===== src/rtl/mdr_bin2bcd_seq.sv =====
// Sequential binary-to-BCD converter: signed/unsigned magnitude to N_DIGITS BCD
// digits plus sign, using one double-dabble (shift-add-3) iteration per clock.
module mdr_bin2bcd_seq #(
    parameter int W_DATA   = 16,
    parameter int W_BCD    = 4,
    parameter int N_DIGITS = 5
) (
    input  logic                      clk,
    input  logic                      rst,
    input  logic                      start_i,
    input  logic                      signed_i,
    input  logic [W_DATA-1:0]         data_i,
    output logic                      busy_o,
    output logic                      done_o,
    output logic                      sign_o,
    output logic [N_DIGITS*W_BCD-1:0] bcd_o
);

    localparam int W_ACC = N_DIGITS * W_BCD;
    localparam int CNT_W = $clog2(W_DATA);
    localparam logic [CNT_W-1:0] LAST_ITER = CNT_W'(W_DATA - 1);

    typedef enum logic [1:0] {
        IDLE  = 2'd0,
        SHIFT = 2'd1,
        DONE  = 2'd2
    } state_t;

    state_t             state_q, state_d;
    logic [W_DATA-1:0]  shreg_q, shreg_d;
    logic [W_ACC-1:0]   acc_q, acc_d;
    logic [W_ACC-1:0]   adj_s;
    logic [CNT_W-1:0]   cnt_q, cnt_d;
    logic               neg_q, neg_d;
    logic               busy_q, busy_d;
    logic               done_q, done_d;
    logic               sign_q, sign_d;
    logic [W_ACC-1:0]   bcd_q, bcd_d;

    // Digit correction so that the following left shift carries correctly into the next decade.
    function automatic logic [W_BCD-1:0] add3(input logic [W_BCD-1:0] d);
        logic [W_BCD-1:0] r;
        if (d >= W_BCD'(5)) begin
            r = d + W_BCD'(3);
        end else begin
            r = d;
        end
        return r;
    endfunction

    // Next-state, datapath and output-register inputs.
    always_comb begin
        state_d = state_q;
        shreg_d = shreg_q;
        acc_d   = acc_q;
        cnt_d   = cnt_q;
        neg_d   = neg_q;
        done_d  = 1'b0;
        sign_d  = sign_q;
        bcd_d   = bcd_q;
        adj_s   = '0;
        for (int i = 0; i < N_DIGITS; i++) begin
            adj_s[i*W_BCD +: W_BCD] = add3(acc_q[i*W_BCD +: W_BCD]);
        end

        case (state_q)
            IDLE: begin
                if (start_i) begin
                    // Two's-complement negate of the most negative value yields its own
                    // bit pattern, which read unsigned is the correct magnitude.
                    if (signed_i && data_i[W_DATA-1]) begin
                        shreg_d = ~data_i + W_DATA'(1);
                    end else begin
                        shreg_d = data_i;
                    end
                    neg_d   = signed_i & data_i[W_DATA-1];
                    acc_d   = '0;
                    cnt_d   = '0;
                    state_d = SHIFT;
                end else begin
                    state_d = IDLE;
                end
            end
            SHIFT: begin
                {acc_d, shreg_d} = {adj_s, shreg_q} << 1;
                cnt_d = cnt_q + CNT_W'(1);
                if (cnt_q == LAST_ITER) begin
                    state_d = DONE;
                end else begin
                    state_d = SHIFT;
                end
            end
            DONE: begin
                bcd_d   = acc_q;
                sign_d  = neg_q;
                done_d  = 1'b1;
                state_d = IDLE;
            end
            default: begin
                state_d = IDLE;
            end
        endcase

        busy_d = (state_d != IDLE);
    end

    // State and output registers with synchronous reset.
    always_ff @(posedge clk) begin
        if (rst) begin
            state_q <= IDLE;
            shreg_q <= '0;
            acc_q   <= '0;
            cnt_q   <= '0;
            neg_q   <= 1'b0;
            busy_q  <= 1'b0;
            done_q  <= 1'b0;
            sign_q  <= 1'b0;
            bcd_q   <= '0;
        end else begin
            state_q <= state_d;
            shreg_q <= shreg_d;
            acc_q   <= acc_d;
            cnt_q   <= cnt_d;
            neg_q   <= neg_d;
            busy_q  <= busy_d;
            done_q  <= done_d;
            sign_q  <= sign_d;
            bcd_q   <= bcd_d;
        end
    end

    assign busy_o = busy_q;
    assign done_o = done_q;
    assign sign_o = sign_q;
    assign bcd_o  = bcd_q;

endmodule

===== config.mk =====
export PLATFORM = sky130hd
export DESIGN_NAME = mdr_bin2bcd_seq
export DESIGN_NICKNAME = d
export VERILOG_FILES = /design/src/rtl/mdr_bin2bcd_seq.sv
export SDC_FILE = /design/constraint.sdc
export NUM_CORES = 1
export LEC_CHECK = 0
export CAP_MARGIN = 20
export CORE_ASPECT_RATIO = 1.4
export CORE_MARGIN = 4
export CORE_UTILIZATION = 45
export DETAILED_ROUTE_END_ITERATION = 16
export PLACE_DENSITY = 0.7
export SYNTH_ARGS = -nofsm -noshare
export SYNTH_HDL_FRONTEND = slang
export SYNTH_SLANG_ARGS = --single-unit

===== constraint.sdc =====
create_clock -name clk -period 1.5 [get_ports clk]
set_input_delay 0.3 -clock clk [delete_from_list [all_inputs] [get_ports clk]]
set_output_delay 0.3 -clock clk [all_outputs]
set_load 0.02 [all_outputs]

## After elaboration in Yosys (flattened, before gate mapping)

Index checks and enable logic that the tools add are counted.

- Register bits: 66
- Output and inout bits: 23
- Logic and storage cells: 49
- Input port bits: 20

- Reductions and logical operators: 6
- Magnitude comparators: 5
- Equal/unequal tests: 4
- Mux-type cells: 16
- Add/sub/neg operators: 7
- Bitwise logic cells: 2

Operators by type and width:

| cell | number |
|---|---|
| 20-bit one-hot mux with 2 select lines | 1 |
| 16-bit 2-to-1 mux | 2 |
| 16-bit one-hot mux with 2 select lines | 1 |
| 4-bit by 3-bit >= comparator with 1-bit output (second input constant) | 5 |
| 20-bit 2-to-1 mux | 1 |
| 4-bit 2-to-1 mux | 5 |
| 16-bit by 1-bit adder with 16-bit output (second input constant) | 1 |
| 4-bit by 2-bit adder with 4-bit output (second input constant) | 4 |
| 16-bit inverter | 1 |
| 4-bit one-hot mux with 2 select lines | 1 |
| 4-bit by 1-bit adder with 4-bit output (second input constant) | 1 |
| 4-bit equality test (second input constant) | 1 |
| 2-bit one-hot mux with 2 select lines | 1 |
| 2-bit AND reduction | 2 |
| 2-bit nonzero test | 2 |
| 3-bit by 2-bit adder with 3-bit output (second input constant) | 1 |
| 3-bit 2-to-1 mux | 1 |
| 2-bit by 1-bit equality test with 1-bit output (second input constant) | 1 |
| 2-bit equality test (second input constant) | 1 |
| 2-bit logical NOT | 1 |
| 1-bit 2-to-1 mux | 2 |
| 2-bit 2-to-1 mux | 1 |
| 2-bit != test (second input constant) | 1 |
| 1-bit bitwise AND | 1 |
| 1-bit logical AND | 1 |

## Depth between registers and ports, before layout

Gate-level depths: netlist of the first run.

- Depth after elaboration: 5
- Gate-level depth with buffers: 7
- Gate-level depth less buffers: 6

## Worst setup path before layout of the first run

No wires, ideal clock.

- Path kind: register -> register
- Start: register state_q[0]
- End: register shreg_q[15]
- Period minus slack after synthesis: 1424 ps
- Library setup time: 70 ps
- Stages on the path, launching flop included: 6
- Path slack: 76 ps
- Required time: 1430 ps
- Data arrival time: 1353 ps
- Buffers on the path: 1
- Cell sequence: dfxtp_1 buf_2 nor3b_2 nand2_1 or4_1 a21oi_1

- Longest elaborated chain between the ends: 3
- Elaborated cells on any way between the ends: 6
- Those cells by class: eq/ne (2); mux (1); reduce/logical (3)

RTL lines:

| item | line | source |
|---|---|---|
| start, declared | 29 | `state_t state_q, state_d;` |
| start signal, assigned | 120 | `state_q <= state_d;` |
| 2-bit by 1-bit equality test with 1-bit output or 2-bit logical NOT (tied branches) | 66 | `case (state_q)` |
| 2-bit nonzero test (no source line) or 2-bit != test (tied branches) | -- |  |
| 2-bit AND reduction (no source line) | -- |  |
| end signal, assigned | 121 | `shreg_q <= shreg_d;` |
| end, declared | 30 | `logic [W_DATA-1:0] shreg_q, shreg_d;` |

Parallel ways exist; a longest one is shown, timed or not.
A chain may end at the register's enable or synchronous reset.

## Final worst setup path of the first run

- Start: input port data_i[8]
- End: register shreg_q[15]

- Longest elaborated chain between the ends: 5

RTL lines:

| item | line | source |
|---|---|---|
| start, declared | 12 | `input logic [W_DATA-1:0] data_i,` |
| 16-bit inverter | 72 | `shreg_d = ~data_i + W_DATA'(1);` |
| 16-bit by 1-bit adder with 16-bit output | 72 |  |
| 16-bit 2-to-1 mux | 71 | `if (signed_i && data_i[W_DATA-1]) begin` |
| 16-bit 2-to-1 mux | 68 | `if (start_i) begin` |
| 16-bit one-hot mux with 2 select lines | 66 |  |

Every way passes these cells. The select of a mux whose other input is x is not followed.

==> reports/results.ini, run 1 <==
[sta]
tightest_slew_ps = 479
finalCriticalPeriod_ps = 1460
fin_worst_skew_ps = 5.12
timing.hold.ws_ps = 421
drv_slew = 0
tns_ps = 0
setup_viol = 0
hold_viol = 0
fin_crit_sh_pct = 97.1
maxSlewHeadroom_pct = 68.0
fmax_mhz = 686

[grt]
grt_usage_pct = 19.0
grt_max_degree = 41
gr-total-overflow = 0
antenna_found_initial = 0
grt_pass1_wl_microns = 12700
grt_pass1_vias = 2922

[yosys]
synth_nets = 404
synth_area_sq_um = 3130
synthTopCellsByArea = dfxtp_1, a21oi_1, nand2_1
synthTopCellsByCount = dfxtp_1, nand2_1, a21oi_1
ys_seq_area_share_pct = 42.2
yosysTopAreaCell = dfxtp_1
yosysMostFrequentCell = dfxtp_1
yosysWarnings = 0
yosysUniqueCellTypes = 42
syn_avg_cell_area_sq_um = 8.42
synth_top_area_share_pct = 42.2
synth_edf_count = 0
synth-seq-cells = 66
postSynthCellCount = 372
ys.flop_type = dfxtp_1
synthArstFlopShare_pct = 0

[detailed_routing]
viasPerCell = 5.31
num_vias = 2935
first_iter_violations = 113
wl_per_cell_microns = 13.4
dr.pass1.iters = 4
wl_microns = 7400
ant_nets = 0
drc = 0

[worst_setup_path]
rrSetupSlack_ps = 110
crit_type = in2reg
crit_fanout = 4
critPathCaptureType = flip-flop
r2r_start = state_q[1]$_SDFF_PP0_
cp_data_arrival_time_ps = 1740
crit_required_ps = 1780
critical-path-max-stage-delay_ps = 510
crit_slowest_cell = or4_1
crit_path_end = shreg_q[15]$_SDFFE_PP0P_
r2r_end = shreg_q[6]$_SDFFE_PP0P_
critPathLaunch = data_i[8]
crit_buf_inv = 2
rr_worst_depth = 3
cp_top_family = simple AND/OR/NAND/NOR gates
cp_num_cells = 6
cp_cell_sequence = clkdlybuf4s50_1, nor3_2, buf_4, nand2_1, or4_1, a21oi_1
cp-start-kind = input port

[clock_tree]
clkTransAtPathRegs_ps = 70
clock_sinks = 66
cts_root_buf = clkbuf_8
cts_buffers = 9
cts_buffer_depth = 2
clk_latency_ps = 350
cts_tree = yes
cts_max_level = 3

[cells_and_area]
area_delta_synth_final_pct = 36.3
diodes = 0
fin_nets = 489
drive_gt1_share_pct = 20.6
finalNonFillerCells = 553
final_util_pct = 64.1

[placement]
io_buffers = 42
place.gp.congestion = 0.834
place_inst = 535
hpwl_microns = 5370

[pwr]
p_int_mw = 2.68
pwr-share-clk_pct = 36.8
seq_power_share_pct = 51.1
vdd_drop_max_uv = 458
power.net_switching_uw = 883
switching_share_pct = 24.8
p_comb_share_pct = 12.1
powerDensity_nw_per_um2 = 835
total_leakage_power_nw = 1.76

[floorplan]
core_area_sq_um = 6660
io_pins = 43
die-area_sq_um = 8380
rows = 35
die_x_microns = 78.5
die_h_microns = 107
start_util_pct = 47.0

[run_status]
outcome = finished, final reports clean

[job]
cap_viol_max_count = 0

[min_path]
hold_path.class = in2reg

## final cells by class
cell class	count	area (sq um)
clock buffer	12	155
clock inverter	3	15.0
fill	599	2390
inverter	15	56.3
multi-input combinational	269	1770
sequential	66	1330
tap	92	115
timing repair buffer	96	832
## cell usage in the layout (no fill, tap or decap), types with 3 or more instances in the layout
cell type,instances
a21oi_1,42
a21oi_2,5
a22o_1,10
a22oi_1,11
a31oi_1,3
and3_1,3
buf_4,51
clkbuf_8,11
clkdlybuf4s50_1,9
clkinv_2,3
dfxtp_1,62
dfxtp_2,4
dlygate4sd2_1,26
dlymetal6s2s_1,6
ha_1,11
inv_1,15
mux2i_1,5
nand2_1,57
nand2b_1,7
nand3_1,10
nand4_1,3
nor2_1,15
nor3_1,10
o21a_1,4
o21ai_0,10
o22ai_1,10
or3_1,3
xnor2_1,16
xor2_1,3
## cells by family after synthesis
kind of cell             after synthesis  synth area share, %
AND/OR/NAND/NOR                      127                 20.3
flip-flops                            66                 42.2
AO/OA/AOI/OAI                        104                 20.5
buffers and inverters                 37                 4.55
adder cells (fa/ha/maj)               12                 4.79
XOR/XNOR                              19                 5.31
multiplexers                           7                 2.32
## worst reg2reg max path: cells and delay by family (launching register included)
family	cells	cell delay [ps]
AOI/OAI and AO/OA	1	160
and+or+nand+nor	1	580
buffers and inverters	1	200
DFF	1	380
## metrics by stage
step | cell area (sq um) | power (mW) | setup WS (ps)
after CTS | 4180 | 3.58 | 0.266
after detailed placement | 3980 | 2.26 | -536
after floorplan | 3130 | 2.05 | 76.1
final | 4270 | 3.57 | 43.3
after global placement | 3980 | 2.26 | -445
after global routing | 4270 | 3.73 | -11.7
## registers in the layout, summed over array words and instances (netlist names)
register and flops:
bcd_o 20, cnt_q 4, state_q 2, sign_o 1, acc_q 20, neg_q 1
busy_o 1, shreg_q 16, done_o 1
## power groups by stage
stage | registers, mW | logic [mW] | clock network (mW)
2_1_floorplan | 1.85 | 0.201 | 0
3_3_place_gp | 1.86 | 0.399 | 0
3_5_place_dp | 1.86 | 0.408 | 0
4_1_cts | 1.82 | 0.419 | 1.34
5_1_grt | 1.82 | 0.474 | 1.43
6_report | 1.82 | 0.432 | 1.31
## how the worst min path moves through the flow
| stage | start | slack, ps | end | cells after the start |
|---|---|---|---|---|
| global route | rst | 430 | neg_q$_SDFFE_PP0N_ | 3 |
| detailed placement | bcd_o[16]$_SDFFE_PP0P_ | 450 | bcd_o[16]$_SDFFE_PP0P_ | 2 |
| CTS | rst | 410 | bcd_o[16]$_SDFFE_PP0P_ | 3 |
| finish | rst | 420 | neg_q$_SDFFE_PP0N_ | 3 |
| global placement | bcd_o[17]$_SDFFE_PP0P_ | 440 | bcd_o[17]$_SDFFE_PP0P_ | 2 |
| floorplan | neg_q$_SDFFE_PP0N_ | 430 | sign_o$_SDFFE_PP0P_ | 2 |
## per-layer routing
layer  part of all wire, %  up-vias  global-route usage (%)
met1                    41     1383                    19.1
li1                      -     1486                       -
met3                   3.2       12                    4.71
met5                     0        -                       0
met2                    54       54                    35.2
met4                   1.9        0                    10.0
## repair_timing
action,in CTS,in global routing
buffers inserted,2,1
setup endpoints to repair,43,26
pin swaps,10,4
hold buffers,0,0
resized for setup,34,24
No activity file was read; power rests on OpenSTA's default activity.
==> inputs of run 2 (changes only) <==
CORE_MARGIN = 1   (was 4)
==> run 2 against run 1 <==
Effect of this change: count of clock-buffer cells in the layout decreased by 3; core utilization is 0.58 points higher; worst hold slack got worse by 54 ps; combinational power decreased by 3%.
==> reports/results.ini, run 2 (synthesis gave the netlist of run 1 again) <==
[worst_setup_path]
cp-start-kind = flip-flop
crit_type = reg2reg
crit_required_ps = 1790  ; about the same
rrSetupSlack_ps = 20  ; -90 ps
r2r_start = state_q[1]$_SDFF_PP0_
crit_fanout = 7  ; +3
critPathCaptureType = flip-flop
r2r_end = shreg_q[15]$_SDFFE_PP0P_
cp_data_arrival_time_ps = 1760  ; +20 ps
rr_worst_depth = 5  ; +2

[clock_tree]
cts_root_buf = clkbuf_8
cts_buffers = 9  ; unchanged
post-cts-setup-buffers = 0  ; -2
cts_max_level = 3  ; unchanged
cts_tree = yes
clkTransAtPathRegs_ps = 80  ; about the same
clock_sinks = 66  ; unchanged
cts_buffer_depth = 2  ; unchanged
postCtsHoldBufs = 0  ; unchanged
clk_latency_ps = 350  ; about the same

[cells_and_area]
final_cell_mix = dfxtp_1, nand2_1, buf_4
fill_cells = 594  ; -0.83%
multiInputGateArea_sq_um = 1740  ; -1.6%
layout_commonest_cell = dfxtp_1
fin_nets = 489  ; unchanged
ff_latch_area_sq_um = 1330  ; unchanged
finalNonFillerCells = 554  ; +0.18%
area_delta_synth_final_pct = 37.6
drive_gt1_share_pct = 20.6  ; -0.045 points
final_area_sq_um = 4310  ; +0.91%
final_util_pct = 64.7  ; +0.58 points
diodes = 0  ; unchanged

[detailed_routing]
viasPerCell = 5.31  ; +0.13%
num_vias = 2944  ; +0.31%
ant_nets = 0  ; unchanged
first_iter_violations = 141  ; +25%
drc = 0  ; unchanged
wl_per_cell_microns = 13.1  ; -2.4%
dr.pass1.iters = 5  ; +1
wl_microns = 7230  ; -2.2%

[pwr]
total_leakage_power_nw = 1.74  ; -0.96%
pwr-share-clk_pct = 46.7  ; +9.9 points
vdd_drop_max_uv = 497  ; +8.6%
seq_power_share_pct = 43.4  ; -7.7 points
switching_share_pct = 22.0  ; -2.8 points
powerDensity_nw_per_um2 = 974  ; +17%
p_int_mw = 3.27  ; +22%
power.net_switching_uw = 923  ; +4.5%
p_comb_share_pct = 10.0  ; -2.1 points

[sta]
maxSlewHeadroom_pct = 65.1  ; -2.9 points
hold_viol = 0  ; unchanged
rsz0062_at_grt = yes
fmax_mhz = 676  ; -1.5%
tightest_slew_ps = 523  ; +44.1 ps
drv_slew = 0  ; unchanged
fin_worst_skew_ps = 9.93  ; +4.81 ps
fin_crit_sh_pct = 98.6  ; +1.5 points
tns_ps = 0  ; unchanged
finalCriticalPeriod_ps = 1480  ; +22.1 ps
setup_viol = 0  ; unchanged

[floorplan]
io_pins = 43  ; unchanged
start_util_pct = 47.0  ; unchanged
rows = 35  ; unchanged
die-area_sq_um = 7300  ; -13%
die_h_microns = 101  ; -5.6%
die_x_microns = 72.5  ; -7.6%
core_area_sq_um = 6660  ; unchanged

[grt]
grt_pass1_vias = 2761  ; -5.5%
grt_usage_pct = 20.9  ; +1.9 points
gr-total-overflow = 0  ; unchanged
antenna_found_initial = 0  ; unchanged
grt_max_degree = 26  ; -37%
grt_pass1_wl_microns = 11900  ; -6.0%

[job]
cap_viol_max_count = 0  ; unchanged

[min_path]
min_from = rst
min_path_cells = 3  ; unchanged
worstHoldEndpoint = shreg_q[15]$_SDFFE_PP0P_
hold_path.class = in2reg

[run_status]
outcome = finished, final reports clean

[placement]
place_inst = 538  ; +0.56%
io_buffers = 42  ; unchanged
place.gp.congestion = 0.785  ; -5.9%
hpwl_microns = 5160  ; -4.0%
postPlaceCellArea_sq_um = 3990  ; +0.25%

run 2: changes by cell type in the layout (fill, tap and decap cells not counted), sizes merged:
cell           change
dlymetal6s2s       -5
clkbuf             -3
bufinv             +4
clkinv             -1
clkdlybuf4s50      +5
clkinvlp           +1
run 2: layer usage:
layer,share of wire (%),wire length (microns),global-route usage [%],vias to the layer above
met5,0,0,0,-
met4,2.0,146,10.6,0
met3,3.3,237,3.40,11
met2,53,3800,38.6,73
met1,42,3040,22.5,1379
li1,-,-,-,1481
run 2: power by group through the flow:
stage / sequential, mW / combinational [mW] / clock (mW)
after global placement: 1.86 / 0.398 / 0
after global routing: 1.82 / 0.454 / 2.06
after floorplan: 1.85 / 0.201 / 0
after detailed placement: 1.86 / 0.405 / 0
after CTS: 1.82 / 0.412 / 1.99
final: 1.82 / 0.418 / 1.96
run 2: final cells by class:
cell class	instances	share of cell area, %
clock buffers	9	2.88
clock inverters	7	3.28
inverters	15	1.31
multi-input cells	269	40.4
flip-flops and latches	66	30.8
well taps	92	2.67
repair buffers	96	18.6
run 2: metrics by stage:
stage	hold slack [ps]	total power [mW]	worst slack, ps
floorplan	432	2.05	76.1
global placement	442	2.25	-434
detailed placement	446	2.26	-498
CTS	370	4.22	1.44
global route	379	4.33	-45.6
finish	367	4.19	21.2
run 2: worst max-delay path, stage by stage, from the launching register on:
cell     delay (ps)
dfxtp_2         360
buf_4           150
nor3b_4         210
nand2_1          90
or4_1           490
a21oi_2         130
run 2: repair_timing:
item	in CTS	in global routing
resized for setup	35	12
pin swaps	4	2
setup endpoints to repair	47	23
run 2: how the worst max path moves through the flow:
stage | to | startpoint | slack [ps] | depth (start not counted)
6_report | shreg_q[15]$_SDFFE_PP0P_ | state_q[1]$_SDFF_PP0_ | 20 | 5
3_3_place_gp | shreg_q[14]$_SDFFE_PP0P_ | data_i[1] | -430 | 8
4_1_cts | shreg_q[13]$_SDFFE_PP0P_ | state_q[0]$_SDFF_PP0_ | 1 | 5
5_1_grt | shreg_q[15]$_SDFFE_PP0P_ | state_q[1]$_SDFF_PP0_ | -50 | 5
3_5_place_dp | shreg_q[15]$_SDFFE_PP0P_ | data_i[1] | -500 | 6
2_1_floorplan | shreg_q[15]$_SDFFE_PP0P_ | state_q[0]$_SDFF_PP0_ | 80 | 5
==> inputs of run 3 (changes only) <==
PLACE_DENSITY = 0.68   (was 0.7)
clock period = 1.8 ns   (was 1.5 ns; I/O delays follow)
==> run 3 against run 2 <==
Effect of this change: largest cell class unchanged; worst hold slack worse by 3.1 ps; first-iteration DRC count is 13% higher; final area is 5.1% lower; count of clock-buffer cells in the layout is 5 higher; non-clock buffer count is 14 lower; sequential power is 16% lower; combinational power is 23% lower; critical path depth is 3 higher; global-route usage is 0.34 points higher; wire length is 3.6% lower; clock power is 31% lower; clock skew is 3.7 ps lower.
==> reports/results.ini, run 3 (synthesis gave the netlist of run 1 again) <==
[cells_and_area]
multiInputGateArea_sq_um = 1670  ; -4.2%
diodes = 0  ; unchanged
fill_cells = 653  ; +9.9%
final_cell_mix = dfxtp_1, nand2_1, a21oi_1
area_delta_synth_final_pct = 30.6
ff_latch_area_sq_um = 1320  ; -0.38%
fin_nets = 475  ; -2.9%
final_area_sq_um = 4090  ; -5.1%
drive_gt1_share_pct = 13.4  ; -7.2 points
layout_commonest_cell = dfxtp_1

[sta]
finalCriticalPeriod_ps = 1700
rsz0062_at_grt = no
fmax_mhz = 588
tightest_slew_ps = 816  ; +293 ps
fin_crit_sh_pct = 94.5
fin_worst_skew_ps = 6.21  ; -3.72 ps
maxSlewHeadroom_pct = 45.5  ; -20 points
hold_viol = 0  ; unchanged
tns_ps = 0  ; unchanged
drv_slew = 0  ; unchanged
setup_viol = 0  ; unchanged

[run_status]
outcome = finished, final reports clean

[clock_tree]
cts_max_level = 3  ; unchanged
post-cts-setup-buffers = 0  ; unchanged
cts_resized = 0  ; -100%
cts_buffers = 9  ; unchanged
clock_sinks = 66  ; unchanged
cts_buffer_depth = 2  ; unchanged
clk_latency_ps = 340  ; about the same
postCtsHoldBufs = 0  ; unchanged
cts_root_buf = clkbuf_8
cts_tree = yes
clkTransAtPathRegs_ps = 60  ; -20 ps

[floorplan]
core_area_sq_um = 6660  ; unchanged
io_pins = 43  ; unchanged
die_x_microns = 72.5  ; unchanged
die_h_microns = 101  ; unchanged
start_util_pct = 47.0  ; unchanged
die-area_sq_um = 7300  ; unchanged
rows = 35  ; unchanged

[detailed_routing]
wl_microns = 6970  ; -3.6%
wl_per_cell_microns = 12.9  ; -1.1%
first_iter_violations = 160  ; +13%
drc = 0  ; unchanged
num_vias = 2903  ; -1.4%
viasPerCell = 5.38  ; +1.2%
ant_nets = 0  ; unchanged
dr.pass1.iters = 4  ; -1

[worst_setup_path]
critPathCaptureType = flip-flop
crit_required_ps = 2020  ; +230 ps
cp_data_arrival_time_ps = 1920  ; +160 ps
crit_fanout = 5  ; -2
cp-start-kind = input port
crit_type = in2reg

[pwr]
powerDensity_nw_per_um2 = 782  ; -20%
vdd_drop_max_uv = 461  ; -7.4%
total_leakage_power_nw = 1.51  ; -13%

[placement]
hpwl_microns = 5070  ; -1.8%
postPlaceCellArea_sq_um = 3880  ; -2.9%
io_buffers = 42  ; unchanged
place.gp.congestion = 0.787  ; +0.29%

[job]
cap_viol_max_count = 0  ; unchanged

[grt]
antenna_found_initial = 0  ; unchanged
grt_max_degree = 26  ; unchanged
gr-total-overflow = 0  ; unchanged
grt_pass1_wl_microns = 12000  ; +0.75%
grt_pass1_vias = 2790  ; +1.1%
grt_usage_pct = 21.3  ; +0.34 points

[min_path]
hold_path.class = in2reg

## run 3: layer usage
metal	track usage (%)	vias to the layer above	wire length (microns)
li1	-	1452	-
met1	21.9	1367	2800
met2	39.8	69	3760
met3	4.60	15	257
met4	10.4	0	159
met5	0	-	0
## run 3: stage by stage
| step | hold WS [ps] | utilization (%) | setup slack, ps | total power [mW] | std cells |
|---|---|---|---|---|---|
| final | 364 | 61.4 | 98.3 | 3.20 | 540 |
| after global routing | 384 | 61.4 | 3.92 | 3.32 | 540 |
| after CTS | 356 | 61.4 | 96.7 | 3.23 | 540 |
| after detailed placement | 447 | 58.2 | -254 | 1.87 | 524 |
| after global placement | 443 | 58.2 | -197 | 1.87 | 524 |
| after floorplan | 432 | - | 341 | 1.71 | 372 |
## run 3: final timing paths
path / start / endpoint / slack (ps) / depth (start not counted)
setup / recovery: data_i[1] / shreg_q[14]$_SDFFE_PP0P_ / 100 / 8
hold / removal: rst / shreg_q[2]$_SDFFE_PP0P_ / 360 / 2
setup reg to reg: state_q[1]$_SDFF_PP0_ / acc_q[17]$_SDFFE_PP0P_ / 140 / 3
hold reg to reg: bcd_o[8]$_SDFFE_PP0P_ / bcd_o[8]$_SDFFE_PP0P_ / 450 / 2
## run 3: report_power, final
group	switching [mW]	internal, mW
Sequential	0.0220	1.49
Combinational	0.163	0.160
Clock	0.537	0.821
Total	0.722	2.48
## run 3: area by class of cell
cell class	count	area share, %
clock buffers	14	3.73
multi-input cells	269	40.8
clock inverters	2	1.47
inverters	15	1.38
well taps	92	2.82
repair buffers	82	17.5
flip-flops and latches	66	32.3
## run 3: worst max-delay path, cell delays in order
cell,delay [ps]
clkdlybuf4s50_1,500
inv_1,70
ha_1,200
nor4b_2,160
buf_4,160
a41oi_1,240
xnor2_1,150
o22ai_1,90
